## src/rtl/pv_meas_defs.sv

```systemverilog
// Shared definitions for the PV measurement path.
// Holds the edge_period_meter state encoding and the default counter/averaging
// widths. The downstream frequency logic imports the same package so both sides
// agree on the encodings.
package pv_meas_defs;

  typedef enum logic [1:0] {
    StWaitFirst = 2'd0,
    StMeasure   = 2'd1,
    StLost      = 2'd2
  } meas_state_e;

  localparam int unsigned DefCntW    = 24;
  localparam int unsigned DefAvgLog2 = 3;

endpackage

```

## src/rtl/period_averager.sv

```systemverilog
// Block averager for accepted periods.
// Sums 2^AVG_LOG2 samples and publishes their truncated mean.
//   sclk         : system clock, rising edge active
//   rst          : synchronous active-high reset
//   sample       : accepted period in sclk cycles
//   sample_valid : sample is valid this cycle
//   clear        : drop the partial sum (signal loss); avg_period is kept
//   avg_period   : mean of the last block of samples
//   avg_valid    : one-cycle strobe, avg_period updated
module period_averager
  import pv_meas_defs::*;
#(
  parameter int unsigned CNT_W    = DefCntW,
  parameter int unsigned AVG_LOG2 = DefAvgLog2
) (
  input  logic             sclk,
  input  logic             rst,
  input  logic [CNT_W-1:0] sample,
  input  logic             sample_valid,
  input  logic             clear,
  output logic [CNT_W-1:0] avg_period,
  output logic             avg_valid
);

  // The extra AVG_LOG2 bits hold a full block of maximum-size samples.
  localparam int unsigned AccW = CNT_W + AVG_LOG2;
  localparam int unsigned SmpW = (AVG_LOG2 > 0) ? AVG_LOG2 : 1;
  localparam logic [SmpW-1:0] LastSmp = SmpW'((32'd1 << AVG_LOG2) - 32'd1);

  logic [AccW-1:0]  acc_q, acc_d;
  logic [SmpW-1:0]  smp_q, smp_d;
  logic [CNT_W-1:0] avg_q, avg_d;
  logic             avg_valid_q, avg_valid_d;
  logic [AccW-1:0]  sum;

  always_comb begin
    sum         = acc_q + AccW'(sample);
    acc_d       = acc_q;
    smp_d       = smp_q;
    avg_d       = avg_q;
    avg_valid_d = 1'b0;
    if (sample_valid) begin
      if (smp_q == LastSmp) begin
        avg_d       = CNT_W'(sum >> AVG_LOG2);
        avg_valid_d = 1'b1;
        acc_d       = '0;
        smp_d       = '0;
      end else begin
        acc_d = sum;
        smp_d = smp_q + SmpW'(1);
      end
    end else if (clear) begin
      acc_d = '0;
      smp_d = '0;
    end
  end

  always_ff @(posedge sclk) begin
    if (rst) begin
      acc_q       <= '0;
      smp_q       <= '0;
      avg_q       <= '0;
      avg_valid_q <= 1'b0;
    end else begin
      acc_q       <= acc_d;
      smp_q       <= smp_d;
      avg_q       <= avg_d;
      avg_valid_q <= avg_valid_d;
    end
  end

  assign avg_period = avg_q;
  assign avg_valid  = avg_valid_q;

endmodule

```

## src/rtl/edge_period_meter.sv

```systemverilog
// Measures the sclk period between accepted rising edges of the squared PV wave.
// Edges closer than MIN_PERIOD to the last accepted edge are glitches and are
// ignored; TIMEOUT cycles without an accepted edge declares signal loss.
//   sclk         : system clock, rising edge active
//   rst          : synchronous active-high reset
//   rising_edge  : one-cycle pulse per negative-to-positive transition
//   period       : last accepted period in sclk cycles
//   period_valid : one-cycle strobe, period updated
//   avg_period   : truncated mean of the last 2^AVG_LOG2 periods
//   avg_valid    : one-cycle strobe, avg_period updated
//   signal_lost  : high while no accepted edge arrived within TIMEOUT
module edge_period_meter
  import pv_meas_defs::*;
#(
  parameter int unsigned CNT_W      = DefCntW,
  parameter int unsigned AVG_LOG2   = DefAvgLog2,
  parameter int unsigned MIN_PERIOD = 4,
  parameter int unsigned TIMEOUT    = (32'd1 << CNT_W) - 32'd1
) (
  input  logic             sclk,
  input  logic             rst,
  input  logic             rising_edge,
  output logic [CNT_W-1:0] period,
  output logic             period_valid,
  output logic [CNT_W-1:0] avg_period,
  output logic             avg_valid,
  output logic             signal_lost
);

  localparam logic [CNT_W-1:0] MinCnt     = CNT_W'(MIN_PERIOD);
  localparam logic [CNT_W-1:0] TimeoutCnt = CNT_W'(TIMEOUT);

  meas_state_e      state_q, state_d;
  logic [CNT_W-1:0] cnt_q, cnt_d;
  logic [CNT_W-1:0] period_q, period_d;
  logic             period_valid_q, period_valid_d;
  logic             lost_q, lost_d;
  logic             accept;
  logic             clear_avg;

  always_comb begin
    state_d        = state_q;
    cnt_d          = cnt_q;
    period_d       = period_q;
    period_valid_d = 1'b0;
    lost_d         = lost_q;
    accept         = 1'b0;
    clear_avg      = 1'b0;
    unique case (state_q)
      StWaitFirst: begin
        cnt_d = '0;
        // First edge only opens the measurement window.
        if (rising_edge) begin
          cnt_d   = CNT_W'(1);
          state_d = StMeasure;
        end
      end
      StMeasure: begin
        // An edge on the timeout cycle wins; TIMEOUT > MIN_PERIOD so it is accepted.
        if (rising_edge && (cnt_q >= MinCnt)) begin
          accept         = 1'b1;
          period_d       = cnt_q;
          period_valid_d = 1'b1;
          cnt_d          = CNT_W'(1);
        end else if (cnt_q == TimeoutCnt) begin
          state_d   = StLost;
          lost_d    = 1'b1;
          clear_avg = 1'b1;
          cnt_d     = '0;
        end else begin
          cnt_d = cnt_q + CNT_W'(1);
        end
      end
      StLost: begin
        cnt_d = '0;
        if (rising_edge) begin
          cnt_d   = CNT_W'(1);
          lost_d  = 1'b0;
          state_d = StMeasure;
        end
      end
      default: begin
        state_d = StWaitFirst;
        cnt_d   = '0;
      end
    endcase
  end

  always_ff @(posedge sclk) begin
    if (rst) begin
      state_q        <= StWaitFirst;
      cnt_q          <= '0;
      period_q       <= '0;
      period_valid_q <= 1'b0;
      lost_q         <= 1'b0;
    end else begin
      state_q        <= state_d;
      cnt_q          <= cnt_d;
      period_q       <= period_d;
      period_valid_q <= period_valid_d;
      lost_q         <= lost_d;
    end
  end

  period_averager #(
    .CNT_W    (CNT_W),
    .AVG_LOG2 (AVG_LOG2)
  ) u_period_averager (
    .sclk         (sclk),
    .rst          (rst),
    .sample       (cnt_q),
    .sample_valid (accept),
    .clear        (clear_avg),
    .avg_period   (avg_period),
    .avg_valid    (avg_valid)
  );

  assign period       = period_q;
  assign period_valid = period_valid_q;
  assign signal_lost  = lost_q;

endmodule
```

## config.mk

```make
export PLATFORM = sky130hd
export DESIGN_NAME = edge_period_meter
export DESIGN_NICKNAME = d
export VERILOG_FILES = /design/src/rtl/pv_meas_defs.sv /design/src/rtl/period_averager.sv /design/src/rtl/edge_period_meter.sv
export SDC_FILE = /design/constraint.sdc
export NUM_CORES = 1
export LEC_CHECK = 0
export CORE_UTILIZATION = 29
export CTS_BUF_LIST = sky130_fd_sc_hd__clkbuf_8
export DETAILED_ROUTE_END_ITERATION = 10
export HOLD_SLACK_MARGIN = 0.12
export MAX_ROUTING_LAYER = met4
export PLACE_DENSITY = 0.49
export SYNTH_ARGS = -nofsm -noshare
export SYNTH_HDL_FRONTEND = slang
export SYNTH_SLANG_ARGS = --single-unit
```

## constraint.sdc

```tcl
create_clock -name sclk -period 7.65 [get_ports sclk]
set_clock_uncertainty 0.2 [all_clocks]
set_input_delay 1.53 -clock sclk [delete_from_list [all_inputs] [get_ports sclk]]
set_output_delay 1.53 -clock sclk [all_outputs]
set_load 0.01 [all_outputs]
```

==> results of run 1 <==
[layout by cell type, fill, tap and decap left out, types with 3 or more instances in the layout]
cell type / instances
dfxtp_1: 107
nor2_1: 78
nand2_1: 77
clkdlybuf4s50_1: 52
a21oi_1: 48
o21ai_0: 30
ha_1: 28
nand3_1: 23
xor2_1: 22
xnor2_1: 20
nor2_4: 19
mux2i_1: 18
inv_1: 16
nor3_1: 13
nand4_1: 13
a22oi_1: 12
clkbuf_8: 10
and3_1: 9
nor4_1: 6
o21a_1: 5
a211oi_1: 4
and4_1: 4
nand2b_1: 4
a31o_2: 4
or3_1: 4
nor4_2: 3
and2_1: 3
nor2_2: 3
o21bai_1: 3
or4_1: 3
a311o_1: 3
a22o_1: 3
inv_6: 3
[per-stage QoR]
stage | instance area (µm²) | power, mW
floorplan | 5840 | 0.592
global placement | 6520 | 0.595
detailed placement | 6520 | 0.595
CTS | 6730 | 0.979
global route | 6730 | 1.01
finish | 6730 | 0.960
[layout make-up]
class | count | area [µm²]
Multi-Input combinational cell | 516 | 3450
Inverter | 15 | 56.3
Sequential cell | 107 | 2140
Fill cell | 2088 | 12900
Clock buffer | 10 | 138
Tap cell | 265 | 332
Timing Repair Buffer | 55 | 541
Clock inverter | 6 | 71.3
[cells in the mapped netlist, types with 3 or more instances]
cell | instances | area (µm²)
buf_4 | 3 | 22.5
dfxtp_1 | 107 | 2140
buf_2 | 12 | 60.1
or3_1 | 5 | 31.3
a22o_1 | 3 | 26.3
buf_6 | 3 | 33.8
nor2_1 | 78 | 293
and4_1 | 4 | 35.0
a31o_2 | 4 | 35.0
nand4_1 | 13 | 81.3
nor2_2 | 3 | 18.8
a311o_1 | 3 | 30.0
o21bai_1 | 3 | 22.5
a21oi_1 | 48 | 240
nand3_1 | 23 | 115
nor2_4 | 19 | 214
o211ai_2 | 3 | 37.5
a211oi_1 | 4 | 30.0
inv_1 | 15 | 56.3
ha_1 | 28 | 350
nand2b_1 | 4 | 25.0
o21a_1 | 5 | 37.5
o21ai_0 | 30 | 150
nor4_1 | 6 | 37.5
xnor2_1 | 20 | 175
nor4_2 | 3 | 37.5
mux2i_1 | 18 | 180
nor3_1 | 13 | 65.1
a22oi_1 | 12 | 90.1
xor2_1 | 22 | 193
clkbuf_1 | 13 | 48.8
and3_1 | 9 | 56.3
or4_1 | 3 | 22.5
and2_1 | 3 | 18.8
nand2_1 | 77 | 289
[path summary, 6_finish.rpt]
check	cells past startpoint	start	end
setup reg to reg	7	state_q[0]	u_period_averager.avg_period[22]
setup / recovery	7	rising_edge	u_period_averager.avg_period[22]
hold / removal	2	u_period_averager.avg_period[21]	u_period_averager.avg_period[21]
hold reg to reg	2	u_period_averager.avg_period[21]	u_period_averager.avg_period[21]
[where the power goes]
part	internal (mW)	switching [mW]	total [mW]
registers	0.558	0.00199	0.560
logic	0.00395	0.0182	0.0222
clock network	0.165	0.213	0.378
[state kept, by name (all words and copies together), names as in the netlist]
signal,cells
u_period_averager.acc_q,27
cnt_q,24
period,24
u_period_averager.avg_period,24
u_period_averager.smp_q,3
state_q,2
period_valid,1
signal_lost,1
u_period_averager.avg_valid,1
[cell families (layout without fill, tap and decap cells)]
family | after synthesis | in the layout | synth area share, %
adder cells (fa/ha/maj) | 29 | 29 | 6.34
flip-flops | 107 | 107 | 36.7
AO/OA/AOI/OAI | 147 | 147 | 17.2
AND/OR/NAND/NOR | 280 | 280 | 26.0
multiplexers | 18 | 18 | 3.08
XOR/XNOR | 42 | 42 | 6.30
buffers and inverters | 48 | 86 | 4.48
[layer usage]
metal / share of wire [%] / wire length (µm) / vias to the layer above / global-route usage [%]
met5: 0 / 0 / - / -
met4: 1.8 / 262 / 0 / 5.54
met3: 3.0 / 435 / 24 / 2.67
met2: 50 / 7310 / 70 / 26.3
met1: 46 / 6690 / 2247 / 18.8
li1: - / - / 2448 / -
[critical path, delay by kind of cell]
family | cells | cell delay [ns]
buffers and inverters | 2 | 0.97
AOI/OAI and AO/OA | 4 | 0.71
and+or+nand+nor | 1 | 0.77
==> run_results.csv, run 1 <==
group,metric,value,unit
clock_network,cts_buffers,9,
timing,maxSlewViolCount,0,
grt,grt_use_total,15.7,%
timing,slew_headroom,18.6,%
floorplan,coreArea,19600,µm²
cells_and_area,drive_gt1_share,10.3,%
detailed_routing,dr.pass1.iters,4,
worst_setup_path,reg2reg_slack,4.47,ns
floorplan,dieArea,20700,µm²
worst_setup_path,slowest_delay,0.77,ns
placed_design,pre_cts_ws,3.26,ns
timing,fin_ws,3.72,ns
detailed_routing,drtAntennaViolNets,0,
clock_network,cts_tree,"built",
timing,tns,0,ns
worst_setup_path,endpoint_kind,"flip-flop",
floorplan,die_h,144,µm
timing,hold_viol_final,0,
pwr,ir_worst_vdd,0.0825,mV
timing,fin_crit_sh,51.4,%
clock_network,cts-hold-fix-buffers,0,
worst_setup_path,critPathSlowestCell,"nor2_2",
worst_setup_path,start_kind,"primary input",
timing,worst_pin_slew,1.22,ns
grt,grt_antenna_before_repair,0,
detailed_routing,wl,14700,µm
yosys,ys_seq_area_share,36.7,%
placed_design,globalplace.congestion,0.935,
cells_and_area,antenna_cells,0,
timing,rsz0062_at_grt,"false",
timing,setup_viol,0,
detailed_routing,dr.first_iter.drc_count,207,
placed_design,portBuffers,53,
yosys,synth_nets,703,
yosys,synth.cell_area,5840,µm²
clock_network,root_buffer,"clkbuf_8",
placed_design,post-place-cells,958,
yosys,synthCells,671,
worst_setup_path,crit_chain,"clkdlybuf4s50_1 > o211ai_4 > buf_4 > nor2_2 > o211ai_1 > o21ai_0 > o2bb2ai_1",
clock_network,clockBufferDepth,2,
yosys,synth-main-ff-cell,"dfxtp_1",
yosys,yosysWarnings,0,
hold_path,hold_class,"reg2reg",
timing,holdWs,0.262,ns
detailed_routing,post_drt_wl_per_cell,15.1,µm
yosys,synth_edf_count,0,
pwr,p_leak,2.45,nW
cells_and_area,syn2layout_area_growth,15.2,%
timing,period_needed,3.93,ns
yosys,synth-seq-cells,107,
job,max_cap_viol_count,0,
floorplan,initial_core_util,29.8,%
clock_network,cts.sinks,107,
grt,grt_pass1_wl,24400,µm
detailed_routing,remaining_drc_errors,0,
floorplan,rows,51,
worst_setup_path,critPathRequiredTime,7.72,ns
grt,grt_remaining_overflow,0,
yosys,avgSynthCellArea,8.70,µm²
placed_design,hpwl,11000,µm
detailed_routing,routed_via_density,4.92,
clock_network,clk_pin_slew_worst_paths,0.10,ns
floorplan,io-pin-count,54,
timing,fmax,0.255,GHz
clock_network,insertion_delay,0.40,ns
worst_setup_path,critical_path_arrival,4.00,ns
cells_and_area,fin_util,34.3,%
worst_setup_path,crit_fanout,24,
worst_setup_path,crit_type,"in2reg",
floorplan,dieWidth,144,µm
cells_and_area,nNetsFinal,736,
cells_and_area,fin_cells,974,
clock_network,postCtsSetupBuffers,0,
clock_network,h-tree-depth,3,
detailed_routing,vias,4789,
yosys,synthArstFlopShare,0,%
grt,grt_pass1_vias,4659,
pwr,powerDensity,143,nW/µm²
run_status,status,"finished, final reports clean",
grt,grt_start_max_net_pins,40,
yosys,synth_cell_types,74,
clock_network,ctsResizeCount,0,
Note: power is estimated with default switching activity, not from simulation.
==> inputs of run 2 (changes only) <==
Clock period 7.65 ns to 3.77 ns, I/O delays scaled along.
==> run 2 against run 1 <==
  * Critical path type is now reg2reg
  * Sequential share of layout area is 0.053 points lower
  * Power rose by 95%
  * Setup slack worse by 2.9 ns
  * Sequential power rose by 100%
  * Hold slack got worse by 0.0055 ns
  * Critical path depth stayed put
  * Die area stayed put
  * Design area grew 0.17%
  * Register-to-register slack got worse by 3.7 ns
  * First-iteration DRC count increased by 7.2%
  * Core utilization rose by 0.057 points
==> run_results.csv, run 2 (synthesized netlist as in run 1, its figures left out) <==
group,metric,value,unit
timing,hold_viol_final,0,
clock_network,cts_tree,"built",
clock_network,cts_buffers,9,
clock_network,cts.sinks,107,
placed_design,post-place-cells,964,
worst_setup_path,critical_path_arrival,3.03,ns
detailed_routing,vias,4799,
worst_setup_path,endpoint_kind,"flip-flop",
timing,tns,0,ns
timing,slew_headroom,29.9,%
placed_design,portBuffers,53,
worst_setup_path,path_buf_inv,0,
clock_network,root_buffer,"clkbuf_8",
timing,maxSlewViolCount,0,
grt,grt_pass1_vias,4656,
detailed_routing,post_drt_wl_per_cell,15.1,µm
timing,setup_viol,0,
cells_and_area,final_cell_mix,"107 x dfxtp_1, 78 x nor2_1, 77 x nand2_1",
grt,grt_pass1_wl,24200,µm
cells_and_area,fin_area,6740,µm²
clock_network,clockBufferDepth,2,
worst_setup_path,critPathRequiredTime,3.81,ns
floorplan,dieArea,20700,µm²
floorplan,die_h,144,µm
floorplan,initial_core_util,29.8,%
timing,worst_pin_slew,1.05,ns
worst_setup_path,crit_fanout,23,
floorplan,rows,51,
worst_setup_path,start_kind,"flip-flop",
pwr,p_leak,2.46,nW
cells_and_area,largest_register_ffs,27,
pwr,power.total,1.87,mW
floorplan,dieWidth,144,µm
worst_setup_path,crit_chain,"ha_1 > nand3_2 > nor3_4 > nand4_4 > o21ai_2 > or3_2 > nor2_1",
grt,grt_antenna_before_repair,0,
clock_network,clk_pin_slew_worst_paths,0.11,ns
worst_setup_path,slowest_delay,0.85,ns
timing,rsz0062_at_grt,"false",
timing,fin_crit_sh,79.2,%
clock_network,ctsResizeCount,0,
cells_and_area,n_fill_cell,2048,
placed_design,hpwl,11000,µm
cells_and_area,drive_gt1_share,10.9,%
placed_design,globalplace.congestion,0.902,
clock_network,insertion_delay,0.40,ns
detailed_routing,dr.pass1.iters,4,
cells_and_area,nNetsFinal,742,
clock_network,cts-hold-fix-buffers,0,
detailed_routing,dr.first_iter.drc_count,222,
worst_setup_path,critPathSlowestCell,"or3_2",
worst_setup_path,crit_family,"simple AND/OR/NAND/NOR gates",
cells_and_area,antenna_cells,0,
hold_path,hold_class,"reg2reg",
worst_setup_path,crit_type,"reg2reg",
clock_network,h-tree-depth,3,
grt,grt_start_max_net_pins,34,
cells_and_area,syn2layout_area_growth,15.4,%
job,max_cap_viol_count,0,
clock_network,postCtsSetupBuffers,0,
detailed_routing,wl,14800,µm
placed_design,place_area,6560,µm²
timing,fmax,0.335,GHz
detailed_routing,routed_via_density,4.90,
run_status,status,"finished, final reports clean",
grt,grt_use_total,15.7,%
pwr,ir_worst_vdd,0.136,mV
floorplan,io-pin-count,54,
floorplan,coreArea,19600,µm²
worst_setup_path,reg2reg_slack,0.79,ns
detailed_routing,drtAntennaViolNets,0,
cells_and_area,final_common_cell,"dfxtp_1",
detailed_routing,remaining_drc_errors,0,
grt,grt_remaining_overflow,0,
cells_and_area,fin_cells,980,
cells_and_area,largest-register,"u_period_averager.acc_q",
timing,period_needed,2.98,ns
timing,holdWs,0.257,ns
pwr,powerDensity,277,nW/µm²
run 2: cell count changes in the layout (fill, tap and decap cells not counted), sizes merged:
cell      change
clkinvlp      +2
clkbuf        -1
bufinv        -1
buf           +6
run 2: metrics by stage:
stage                     utilization (%)  setup slack (ns)
final                                34.4             0.786
after global routing                 34.4             0.548
after global placement               33.5             0.753
after detailed placement             33.5             0.691
after CTS                            34.4             0.722
after floorplan                         -              1.15
run 2: worst register-to-register path: cells and delay by family, from the launching register on:
kind	cells	cell delay (ns)
and+or+nand+nor	5	1.70
adders and majority gates	1	0.25
AOI/OAI and AO/OA	1	0.21
DFF	1	0.47
run 2: final cells by class:
class                      count  area (µm²)  share of cell area (%)
clock buffer                   9         124                    1.84
clock inverter                 7        51.3                   0.761
inverter                      15        56.3                   0.836
multi-input combinational    516        3450                    51.2
sequential                   107        2140                    31.8
tap                          265         332                    4.92
timing repair buffer          61         586                    8.69
run 2: per-layer routing:
metal  GRT usage [%]  vias up  wire, µm
li1                -     2475         -
met1            18.6     2245      6740
met2            26.4       63      7290
met3            2.37       16       480
met4            6.55        0       314
met5               -        -         0
run 2: final timing paths:
| path | start | to | cells past startpoint |
|---|---|---|---|
| worst min-delay path | u_period_averager.avg_period[21] | u_period_averager.avg_period[21] | 2 |
| worst min register to register | u_period_averager.avg_period[21] | u_period_averager.avg_period[21] | 2 |
| worst max-delay path | cnt_q[1] | cnt_q[18] | 7 |
| worst max register to register | cnt_q[1] | cnt_q[18] | 7 |
run 2: report_power, final:
part           internal, mW  switching, mW
Clock                 0.246          0.440
Combinational       0.00933         0.0386
Sequential             1.13        0.00353
==> inputs of run 3 (changes only) <==
Clock period 3.77 ns to 2.9 ns, I/O delays scaled along.
==> run 3 against run 2 <==
  * Maximum frequency is 8.8% higher
  * Sequential power is 29% higher
  * Core utilization is 1.8 points higher
  * Critical endpoint is now u_period_averager.avg_period[19]
  * Count of clock-buffer cells in the layout stayed put
  * Largest cell class unchanged
==> run_results.csv, run 3 (synthesized netlist as in run 1, its figures left out) <==
group,metric,value,unit
run_status,status,"finished, final reports clean",
floorplan,die_h,144,µm
clock_network,cts-hold-fix-buffers,0,
cells_and_area,fin_cells,1017,
pwr,p_leak,2.68,nW
cells_and_area,n_fill_cell,2037,
grt,grt_use_total,16.2,%
grt,grt_antenna_before_repair,0,
grt,grt_pass1_vias,4852,
detailed_routing,wl,15500,µm
timing,maxSlewViolCount,0,
clock_network,h-tree-depth,3,
timing,slew_headroom,57.4,%
grt,grt_remaining_overflow,0,
floorplan,dieWidth,144,µm
worst_setup_path,crit_fanout,6,
clock_network,cts_tree,"built",
placed_design,pre_cts_ws,0.0346,ns
cells_and_area,drive_gt1_share,16.0,%
timing,fmax,0.365,GHz
timing,period_needed,2.74,ns
clock_network,postCtsSetupBuffers,0,
detailed_routing,post_drt_wl_per_cell,15.2,µm
floorplan,initial_core_util,29.8,%
timing,fin_crit_sh,94.5,%
detailed_routing,routed_via_density,4.94,
placed_design,globalplace.congestion,0.879,
floorplan,dieArea,20700,µm²
cells_and_area,syn2layout_area_growth,21.5,%
grt,grt_start_max_net_pins,27,
cells_and_area,nNetsFinal,779,
detailed_routing,dr.pass1.iters,5,
worst_setup_path,critical_path_arrival,2.84,ns
placed_design,portBuffers,53,
floorplan,io-pin-count,54,
detailed_routing,remaining_drc_errors,0,
floorplan,coreArea,19600,µm²
clock_network,clk_pin_slew_worst_paths,0.11,ns
timing,hold_viol_final,0,
clock_network,cts.sinks,107,
clock_network,root_buffer,"clkbuf_8",
pwr,powerDensity,358,nW/µm²
pwr,ir_worst_vdd,0.233,mV
cells_and_area,final_cell_mix,"107 x dfxtp_1, 78 x nor2_1, 77 x nand2_1",
timing,fin_ws,0.159,ns
detailed_routing,drtAntennaViolNets,0,
worst_setup_path,critPathRequiredTime,3.00,ns
placed_design,post-place-cells,1001,
clock_network,cts_buffers,9,
placed_design,hpwl,11700,µm
cells_and_area,largest-register,"u_period_averager.acc_q",
timing,worst_pin_slew,0.632,ns
detailed_routing,dr.first_iter.drc_count,232,
detailed_routing,vias,5020,
cells_and_area,largest_register_ffs,27,
job,max_cap_viol_count,0,
worst_setup_path,start_kind,"flip-flop",
grt,grt_pass1_wl,25100,µm
cells_and_area,antenna_cells,0,
worst_setup_path,endpoint_kind,"flip-flop",
floorplan,rows,51,
timing,setup_viol,0,
clock_network,clockBufferDepth,2,
worst_setup_path,crit_type,"reg2reg",
hold_path,hold_class,"reg2reg",
clock_network,insertion_delay,0.39,ns
timing,rsz0062_at_grt,"true",
cells_and_area,final_common_cell,"dfxtp_1",
## run 3: cell types whose count changed in the layout (fill, tap and decap cells not counted), sizes merged
cell / previous run / this run
inv: 20 / 18
clkinv: 0 / 3
bufinv: 0 / 1
clkinvlp: 2 / 0
buf: 9 / 46
## run 3: stage by stage
| stage | hold WS (ns) | utilization (%) | power [mW] | TNS, ns | instance area (µm²) |
|---|---|---|---|---|---|
| after floorplan | 0.229 | - | 1.56 | 0 | 5840 |
| after global placement | 0.243 | 35.0 | 1.58 | 0 | 6850 |
| after detailed placement | 0.251 | 35.0 | 1.58 | 0 | 6850 |
| after CTS | 0.267 | 36.0 | 2.59 | 0 | 7060 |
| after global routing | 0.286 | 36.2 | 2.65 | -0.0184 | 7090 |
| final | 0.263 | 36.2 | 2.54 | 0 | 7090 |
## run 3: final cells by class
type / instances / area, µm² / area share, %
Tap cell: 265 / 332 / 4.67
Timing Repair Buffer: 98 / 876 / 12.3
Sequential cell: 107 / 2140 / 30.2
Inverter: 15 / 56.3 / 0.794
Clock inverter: 7 / 83.8 / 1.18
Clock buffer: 9 / 124 / 1.75
Multi-Input combinational cell: 516 / 3480 / 49.1
## run 3: worst paths after layout
| kind | start | endpoint | slack, ns | cells past startpoint |
|---|---|---|---|---|
| setup / recovery | cnt_q[0] | u_period_averager.avg_period[19] | 0.16 | 9 |
| hold / removal | u_period_averager.avg_period[6] | u_period_averager.avg_period[6] | 0.26 | 2 |
| setup reg to reg | cnt_q[0] | u_period_averager.avg_period[19] | 0.16 | 9 |
| hold reg to reg | u_period_averager.avg_period[6] | u_period_averager.avg_period[6] | 0.26 | 2 |
## run 3: worst max-delay path, stage by stage (launching register included)
cell	delay (ns)
dfxtp_1	0.33
ha_1	0.24
fa_1	0.45
a211oi_2	0.25
nor3_2	0.10
o2111ai_4	0.27
o22ai_4	0.18
a21oi_2	0.22
nor4_1	0.08
a311o_1	0.32
## run 3: where the power goes
group          total (mW)  leakage [nW]  internal (mW)  switching, mW
combinational      0.0761          1.71         0.0206         0.0555
clock               0.987         0.108          0.416          0.571
sequential           1.47         0.862           1.47        0.00307
total                2.54          2.68           1.91          0.629
## run 3: repair_timing
action                                  4_1_cts  5_1_grt
endpoints found under the hold margin         0        0
endpoints found under the setup margin        0        8
gates resized for setup                       0        5
## run 3: routing by layer
| metal | routed length, µm | GRT usage, % |
|---|---|---|
| met5 | 0 | - |
| met2 | 7520 | 27.2 |
| met3 | 378 | 2.57 |
| met4 | 387 | 6.16 |
| met1 | 7220 | 19.3 |
